### src/rtl/cpu_pkg.sv
// CPU-wide shared widths: architectural word size and byte-lane helpers.
`ifndef FULLW
`define FULLW 32
`endif

package cpu_pkg;

    localparam int FULLW      = `FULLW;
    localparam int BYTE_W     = 8;
    localparam int BYTE_LANES = FULLW / BYTE_W;

    function automatic int lanes(input int width);
        return width / BYTE_W;
    endfunction

endpackage

### src/rtl/regfile_mp_pkg.sv
// Register-file defaults and small elaboration helpers shared by regfile_mp and its bus interface.
package regfile_mp_pkg;

    import cpu_pkg::*;

    localparam int RF_ADDR_W = 4;
    localparam int RF_DATA_W = FULLW;
    localparam int RF_NUM_RD = 3;
    localparam int RF_NUM_WR = 2;

    function automatic int rf_depth(input int addr_w);
        return 1 << addr_w;
    endfunction

endpackage

### src/rtl/regfile_mp_if.sv
// Register-file bus: read ports, byte-enabled write ports, scoreboard set and busy status.
interface regfile_mp_if
    import cpu_pkg::*;
    import regfile_mp_pkg::*;
#(
    parameter int ADDR_WIDTH = RF_ADDR_W,
    parameter int DATA_WIDTH = RF_DATA_W,
    parameter int NUM_RD     = RF_NUM_RD,
    parameter int NUM_WR     = RF_NUM_WR
);

    localparam int NB    = lanes(DATA_WIDTH);
    localparam int DEPTH = rf_depth(ADDR_WIDTH);

    logic [NUM_RD*ADDR_WIDTH-1:0] rd_addr;
    logic [NUM_RD*DATA_WIDTH-1:0] rd_data;
    logic [NUM_WR-1:0]            wr_en;
    logic [NUM_WR*ADDR_WIDTH-1:0] wr_addr;
    logic [NUM_WR*DATA_WIDTH-1:0] wr_data;
    logic [NUM_WR*NB-1:0]         wr_be;
    logic                         sb_set;
    logic [ADDR_WIDTH-1:0]        sb_addr;
    logic [DEPTH-1:0]             busy;
    logic [NUM_RD-1:0]            rd_busy;

    modport master (
        output rd_addr, wr_en, wr_addr, wr_data, wr_be, sb_set, sb_addr,
        input  rd_data, busy, rd_busy
    );

    modport slave (
        input  rd_addr, wr_en, wr_addr, wr_data, wr_be, sb_set, sb_addr,
        output rd_data, busy, rd_busy
    );

endinterface

### src/rtl/regfile_mp_scoreboard.sv
// Per-register pending bits: set by producer issue, cleared by any write to that register.
module reg_scoreboard #(
    parameter int DEPTH = 16
) (
    input  logic             clk,
    input  logic             rst_n,
    input  logic [DEPTH-1:0] set_i,
    input  logic [DEPTH-1:0] clr_i,
    output logic [DEPTH-1:0] busy_o
);

    logic [DEPTH-1:0] busy_q;
    logic [DEPTH-1:0] busy_d;

    // A register issued and written back in the same cycle has a new producer in flight.
    always_comb begin
        busy_d = (busy_q & ~clr_i) | set_i;
    end

    always_ff @(posedge clk or negedge rst_n) begin
        if (!rst_n) begin
            busy_q <= '0;
        end else begin
            busy_q <= busy_d;
        end
    end

    assign busy_o = busy_q;

endmodule

### src/rtl/regfile_mp.sv
// Multi-port register file with byte-lane writes, registered reads and a pending-bit scoreboard.
// Optional same-edge write-to-read forwarding is enabled by defining REGFILE_BYPASS_EN.
module regfile_mp
    import cpu_pkg::*;
    import regfile_mp_pkg::*;
#(
    parameter int ADDR_WIDTH = RF_ADDR_W,
    parameter int DATA_WIDTH = RF_DATA_W,
    parameter int NUM_RD     = RF_NUM_RD,
    parameter int NUM_WR     = RF_NUM_WR
) (
    input  logic         clk,
    input  logic         rst_n,
    regfile_mp_if.slave  bus
);

    localparam int DEPTH = rf_depth(ADDR_WIDTH);
    localparam int NB    = lanes(DATA_WIDTH);

    logic [DATA_WIDTH-1:0]        mem_q [DEPTH];
    logic [DATA_WIDTH-1:0]        mem_d [DEPTH];
    logic [NUM_RD*DATA_WIDTH-1:0] rd_data_q;
    logic [NUM_RD*DATA_WIDTH-1:0] rd_data_d;
    logic [DEPTH-1:0]             sb_set_vec;
    logic [DEPTH-1:0]             sb_clr_vec;
    logic [DEPTH-1:0]             busy;
    logic [NUM_RD-1:0]            rd_busy_d;

    // Ports are applied in ascending order so the higher-index port owns any shared lane.
    always_comb begin : write_merge
        mem_d = mem_q;
        for (int j = 0; j < NUM_WR; j++) begin
            if (bus.wr_en[j]) begin
                for (int k = 0; k < NB; k++) begin
                    if (bus.wr_be[j*NB + k]) begin
                        mem_d[bus.wr_addr[j*ADDR_WIDTH +: ADDR_WIDTH]][k*BYTE_W +: BYTE_W] =
                            bus.wr_data[j*DATA_WIDTH + k*BYTE_W +: BYTE_W];
                    end
                end
            end
        end
    end

    always_comb begin : read_select
        rd_data_d = '0;
        for (int i = 0; i < NUM_RD; i++) begin
`ifdef REGFILE_BYPASS_EN
            rd_data_d[i*DATA_WIDTH +: DATA_WIDTH] = mem_d[bus.rd_addr[i*ADDR_WIDTH +: ADDR_WIDTH]];
`else
            rd_data_d[i*DATA_WIDTH +: DATA_WIDTH] = mem_q[bus.rd_addr[i*ADDR_WIDTH +: ADDR_WIDTH]];
`endif
        end
    end

    always_ff @(posedge clk or negedge rst_n) begin
        if (!rst_n) begin
            mem_q     <= '{default: '0};
            rd_data_q <= '0;
        end else begin
            mem_q     <= mem_d;
            rd_data_q <= rd_data_d;
        end
    end

    // Any enabled write retires the pending producer, even with no byte lanes selected.
    always_comb begin : sb_vectors
        sb_set_vec = '0;
        sb_clr_vec = '0;
        if (bus.sb_set) begin
            sb_set_vec[bus.sb_addr] = 1'b1;
        end
        for (int j = 0; j < NUM_WR; j++) begin
            if (bus.wr_en[j]) begin
                sb_clr_vec[bus.wr_addr[j*ADDR_WIDTH +: ADDR_WIDTH]] = 1'b1;
            end
        end
    end

    reg_scoreboard #(
        .DEPTH (DEPTH)
    ) u_scoreboard (
        .clk    (clk),
        .rst_n  (rst_n),
        .set_i  (sb_set_vec),
        .clr_i  (sb_clr_vec),
        .busy_o (busy)
    );

    always_comb begin : busy_lookup
        rd_busy_d = '0;
        for (int i = 0; i < NUM_RD; i++) begin
            rd_busy_d[i] = busy[bus.rd_addr[i*ADDR_WIDTH +: ADDR_WIDTH]];
        end
    end

    assign bus.rd_data = rd_data_q;
    assign bus.busy    = busy;
    assign bus.rd_busy = rd_busy_d;

endmodule

### src/flat_wrapper.sv
// flat-port wrapper written by rule: the top's interface ports become plain ports
module regfile_mp_flat import cpu_pkg::*; import regfile_mp_pkg::*;
#(
    parameter int ADDR_WIDTH = RF_ADDR_W,
    parameter int DATA_WIDTH = RF_DATA_W,
    parameter int NUM_RD     = RF_NUM_RD,
    parameter int NUM_WR     = RF_NUM_WR
)
  (clk, rst_n, bus_rd_addr, bus_wr_en, bus_wr_addr, bus_wr_data, bus_wr_be, bus_sb_set, bus_sb_addr, bus_rd_data, bus_busy, bus_rd_busy);
  regfile_mp_if #(.ADDR_WIDTH(ADDR_WIDTH), .DATA_WIDTH(DATA_WIDTH), .NUM_RD(NUM_RD), .NUM_WR(NUM_WR)) bus_i ();
  input  logic clk;
  input  logic rst_n;
  input wire logic [$bits(bus_i.rd_addr)-1:0] bus_rd_addr;
  input wire logic [$bits(bus_i.wr_en)-1:0] bus_wr_en;
  input wire logic [$bits(bus_i.wr_addr)-1:0] bus_wr_addr;
  input wire logic [$bits(bus_i.wr_data)-1:0] bus_wr_data;
  input wire logic [$bits(bus_i.wr_be)-1:0] bus_wr_be;
  input wire logic [$bits(bus_i.sb_set)-1:0] bus_sb_set;
  input wire logic [$bits(bus_i.sb_addr)-1:0] bus_sb_addr;
  output wire logic [$bits(bus_i.rd_data)-1:0] bus_rd_data;
  output wire logic [$bits(bus_i.busy)-1:0] bus_busy;
  output wire logic [$bits(bus_i.rd_busy)-1:0] bus_rd_busy;
  assign bus_i.rd_addr = bus_rd_addr;
  assign bus_i.wr_en = bus_wr_en;
  assign bus_i.wr_addr = bus_wr_addr;
  assign bus_i.wr_data = bus_wr_data;
  assign bus_i.wr_be = bus_wr_be;
  assign bus_i.sb_set = bus_sb_set;
  assign bus_i.sb_addr = bus_sb_addr;
  assign bus_rd_data = bus_i.rd_data;
  assign bus_busy = bus_i.busy;
  assign bus_rd_busy = bus_i.rd_busy;
  regfile_mp #(.ADDR_WIDTH(ADDR_WIDTH), .DATA_WIDTH(DATA_WIDTH), .NUM_RD(NUM_RD), .NUM_WR(NUM_WR)) u_core (.clk(clk), .rst_n(rst_n), .bus(bus_i));
endmodule
### config.mk
export PLATFORM = sky130hd
export DESIGN_NAME = regfile_mp_flat
export DESIGN_NICKNAME = d
export VERILOG_FILES = /design/src/rtl/cpu_pkg.sv /design/src/rtl/regfile_mp_pkg.sv /design/src/rtl/regfile_mp_if.sv /design/src/rtl/regfile_mp_scoreboard.sv /design/src/rtl/regfile_mp.sv /design/src/flat_wrapper.sv
export SDC_FILE = /design/constraint.sdc
export NUM_CORES = 2
export LEC_CHECK = 0
export CORE_MARGIN = 10
export CORE_UTILIZATION = 30
export DETAILED_ROUTE_END_ITERATION = 10
export PLACE_DENSITY = 0.46
export SYNTH_ARGS = -nofsm -noshare
export SYNTH_HDL_FRONTEND = slang
export SYNTH_SLANG_ARGS = --single-unit
### constraint.sdc
create_clock -name clk -period 3 [get_ports clk]
set_input_delay 0.6 -clock clk [delete_from_list [all_inputs] [get_ports clk]]
set_output_delay 0.6 -clock clk [all_outputs]
set_load 0.005 [all_outputs]
* Word-level counts from Yosys, hierarchy flattened
Index checks and enable logic that the tools add are counted.
** Storage, ports and cells
- Register bits after elaboration :: 624
- Latch bits :: 0
- Bits in writable memories :: 0
- ROM bits :: 0
- Input port bits :: 101
- Output and inout port bits :: 115
- Word-level logic and storage cells :: 112
- Memories :: 0
** Cells by class
- Add/subtract/negate cells :: 0
- Multipliers :: 0
- Div/mod/pow operators :: 0
- $lt $le $gt $ge :: 16
- Equal/unequal tests :: 0
- Shift-type cells :: 0
- Muxes and demuxes :: 64
- Bitwise logic cells :: 9
- Reduce and logical (&&, ||, !) cells :: 5
** Operators by type and width (count)
- 512-bit two-way mux :: 16
- 512-bit bitwise mux :: 8
- 32-bit demux with 4-bit select :: 8
- 32-bit binary-select mux with 4-bit select :: 3
- 32-bit two-way mux :: 8
- 16-bit two-way mux :: 5
- 24-bit two-way mux :: 2
- 16-bit OR :: 2
- 4-bit by 5-bit less-than comparator with 1-bit output (second input constant) :: 6
- 5-bit >= comparator (second input constant) :: 5
- 4-bit inverter with 5-bit output :: 5
- 16-bit bitwise AND :: 1
- 8-bit two-way mux :: 2
- 16-bit inverter :: 1
- 1-bit binary-select mux with 4-bit select :: 3
- 1-bit demux with 4-bit select :: 3
- 4-bit by 1-bit >= comparator with 1-bit output (second input constant) :: 3
- 5-bit by 1-bit less-than comparator with 1-bit output (second input constant) :: 2
- 1-bit two-way mux :: 6
- 1-bit logical AND :: 5

* Depth between registers and ports, before layout
- Word-level depth :: 29
- Mapped depth :: 7
- Mapped depth without buffers :: 3

* Cells and area by module
Synthesis repeated with hierarchy kept, for this count alone.
** Second synthesis, totals
- Cell total of the unflattened synthesis :: 4261
- Area, all modules :: 41856.4 µm²
** Modules (own cells, without submodules)
- regfile_mp :: times used 1, cells each 4213, area each 41275.8 µm²
- reg_scoreboard :: times used 1, cells each 48, area each 580.6 µm²

* Worst setup path after synthesis
Ideal clock, no wire load.
- Path type :: input port to output port
- Start :: input bus_rd_addr[1]
- End :: output bus_rd_busy[0]
- Data arrival time :: 1758 ps
- Setup slack :: 642 ps
- Cell stages on the path :: 6
- Path buffers :: 3
- Cell sequence :: buf_2 > buf_2 > clkbuf_1 > mux4_1 > a22oi_1 > nand2_1
** On the way
- Word-level cells in the longest chain between the ends :: 2
** RTL lines
- start, declared :: RTL line flat_wrapper.sv:13 : input wire logic [$bits(bus_i.rd_addr)-1:0] bus_rd_addr;
- 1-bit binary-select mux with 4-bit select :: RTL line regfile_mp.sv:92 : rd_busy_d[i] = busy[bus.rd_addr[i*ADDR_WIDTH +: ADDR_WIDTH]];
- 1-bit two-way mux (implied by the code) :: RTL line regfile_mp.sv:92
- end, declared :: RTL line flat_wrapper.sv:22 : output wire logic [$bits(bus_i.rd_busy)-1:0] bus_rd_busy;
No other way between the ends. The select of a mux whose other input is x is not followed.

* Worst setup path in the final report
- Start :: register u_core.u_scoreboard.busy_q[0] (netlist: u_core.u_scoreboard.busy_o[0])
- End :: output bus_rd_busy[0]
** On the way
- Word-level cells in the longest chain between the ends :: 2
** RTL lines
- start, declared :: RTL line regfile_mp_scoreboard.sv:12 : logic [DEPTH-1:0] busy_q;
- start signal, assigned :: RTL line regfile_mp_scoreboard.sv:24 : busy_q <= busy_d;
- 1-bit binary-select mux with 4-bit select :: RTL line regfile_mp.sv:92
- 1-bit two-way mux (implied by the code) :: RTL line regfile_mp.sv:92
No other way between the ends. The select of a mux whose other input is x is not followed.

==> impl_metrics.yaml <==
synthesis:
  syn_nets: 4301
  ys.warnings.count: 0
  synth_ff_type: "dfrtp_1"
  synth.cell_area_sq_um: 42200
  ys_seq_elements: 624
  syn_inst: 4200
  synth.avg_cell_area_sq_um: 10.0
  synth_edf_count: 0
  async_reset_ff_share_pct: 100
  ys_seq_area_share_pct: 37.0
  yosysUniqueCellTypes: 45
global_routing:
  grt_pass1_wl_mm: 315
  antenna_found_initial: 24
  globalRouteOverflowTotal: 0
  grt_pass1_vias: 39900
  grtUsageTotal_pct: 27.3
  grt_max_degree: 90
clock_tree:
  htree_levels: 3
  insertion_delay_ps: 720
  cts.clk_slew.worst_paths_ps: 60
  cts-root-buf: "clkbuf_16"
  cts_buffers: 81
  cts_tree: "built"
  cts_sinks: 624
  cts_buffer_depth: 3
setup_path:
  worst_ep_arrival_time_ps: 2240
  path_class: "flop to output port"
  crit_buf_inv: 1
  slowest_delay_ps: 500
  worst-path-max-fanout: 5
  cpLargestDelayFamily: "multiplexers"
  cp_cell_sequence: "mux4_1, a22oi_1, nand2_1, dlygate4sd2_1"
  cp.required_ps: 2400
  endpoint_kind: "output port"
  slowest_stage: "mux4_1"
  critPathLaunchType: "flop"
final_layout:
  multiInputGateArea_sq_um: 23600
  nFillCells: 13800
  drive_above_1_share_pct: 19.1
  fin_cells: 6052
  syn_to_final_growth_pct: 17.8
  seq_area_sq_um: 15600
  layout_common_cells: "dfrtp_1, nand3_1, nor3_1, a31oi_1, o21ai_0"
  fin_nets: 4214
  mostFrequentLayoutCell: "dfrtp_1"
floorplan:
  io_pins: 216
  die_x_um: 395
  rows: 137
  die_h_um: 395
  start_util_pct: 30.2
  die-area_sq_um: 156000
  core-area_sq_um: 140000
sta:
  rsz0062_at_grt: "false"
  setup_viol: 0
  fin_skew_ps: 27.6
  layout_setup_ws_ps: 159
  finalHoldViolations: 0
  worst_pin_slew_ps: 968
  fin_crit_ps: 2840
  final.setup.tns_ps: 0
  final_max_slew_viol_count: 0
  timing.fmax_ghz: 0.352
  max_slew_margin_pct: 35.5
  fin_crit_sh_pct: 94.7
placed_design:
  hpwlAfterDp_mm: 135
  globalplace.congestion: 0.864
  place_ws_ps: 205
  port_buffers: 215
  place_inst: 5899
drt:
  drc_errors: 0
  firstDrtPassIters: 6
  via_count: 41300
  drtAntennaViolNets: 0
  drt_iter0_drc: 5353
  totalWireLength_mm: 223
  drt-vias-per-instance: 6.82
  routedWlPerCell_um: 36.8
power:
  powerDensity_nw_per_um2: 663
  ir_drop_mv: 0.430
  cellLeakagePower_nw: 17.5
hold_path:
  min_path_type: "input pin to async pin"
job:
  drv_cap: 0
run_status:
  outcome: "complete, no violations"
registers in the layout, summed over array words and instances, names as in the netlist:
signal,cells
u_core.bus.rd_data,96
u_core.mem_q,512
u_core.u_scoreboard.busy_o,16
cell type report:
cell class,count,area share [%]
multi-input cells,2928,47.4
flip-flops and latches,624,31.4
repair buffers,478,11.0
well taps,1876,4.72
clock buffers,111,4.65
clock inverters,28,0.737
diodes,7,0.0352
synth_stat cells, types with 23 or more instances:
| master | number | share of area [%] |
|---|---|---|
| dfrtp_1 | 624 | 37 |
| a31oi_1 | 512 | 7.6 |
| nand3_1 | 512 | 6.1 |
| nor3_1 | 512 | 6.1 |
| o21ai_0 | 460 | 5.5 |
| clkbuf_1 | 384 | 3.4 |
| mux4_2 | 309 | 16 |
| a22oi_1 | 206 | 3.7 |
| nand2_1 | 135 | 1.2 |
| buf_1 | 92 | 0.82 |
| mux4_1 | 87 | 5.4 |
| buf_2 | 82 | 0.97 |
| o21ai_1 | 58 | 0.69 |
| buf_4 | 48 | 0.85 |
| buf_12 | 24 | 1.1 |
| or2_2 | 23 | 0.34 |
through the flow:
stage	instance area [sq um]	utilization [%]	power, mW	hold slack [ps]
after floorplan	42200	-	18.2	304
after global placement	47000	33.6	22.3	570
after detailed placement	47000	33.6	22.5	574
after CTS	49700	35.6	32.8	402
after global routing	49700	35.6	34.2	453
final	49700	35.6	32.9	423
worst register-to-register path, stage by stage (launching register included):
cell and delay (ps):
dfrtp_1 410, mux4_2 480, a22oi_1 300, nand2_1 320
cells by family after synthesis:
family	count (synthesis)	synth area share, %
AO/OA/AOI/OAI	1254	17.8
buffers and inverters	648	7.69
flip-flops	624	37.0
multiplexers	396	21.9
AND/OR/NAND/NOR	1278	15.6
final timing paths:
check                                         startpoint                      to  slack (ps)  depth (start not counted)
hold / removal                                     rst_n       u_core.mem_q[349]         420                          2
min in group clk                          bus_rd_addr[0]  u_core.bus.rd_data[16]         540                          4
max in group asynchronous                          rst_n       u_core.mem_q[107]        1550                          4
setup reg to reg                       u_core.mem_q[185]  u_core.bus.rd_data[89]        1260                          3
hold reg to reg                        u_core.mem_q[351]       u_core.mem_q[351]         600                          2
setup / recovery           u_core.u_scoreboard.busy_o[0]          bus_rd_busy[0]         160                          4
report_power, final:
| part | switching, mW | internal [mW] |
|---|---|---|
| sequential | 2.23 | 10.7 |
| combinational | 4.58 | 5.12 |
| clock | 4.33 | 5.97 |
layer usage:
metal	routed length, um	vias to the layer above	global-route usage (%)
li1	-	16400	-
met1	88200	21200	36.0
met2	97100	2976	40.2
met3	26100	653	8.97
met4	11200	32	12.8
met5	218	-	0
what timing repair did:
item,in CTS,in global routing
resized for setup,15,0
hold buffers,1,0
endpoints found under the setup margin,3,0
buffers inserted,6,0
hold endpoints to repair,35,0
Note: power is estimated with default switching activity, not from simulation.
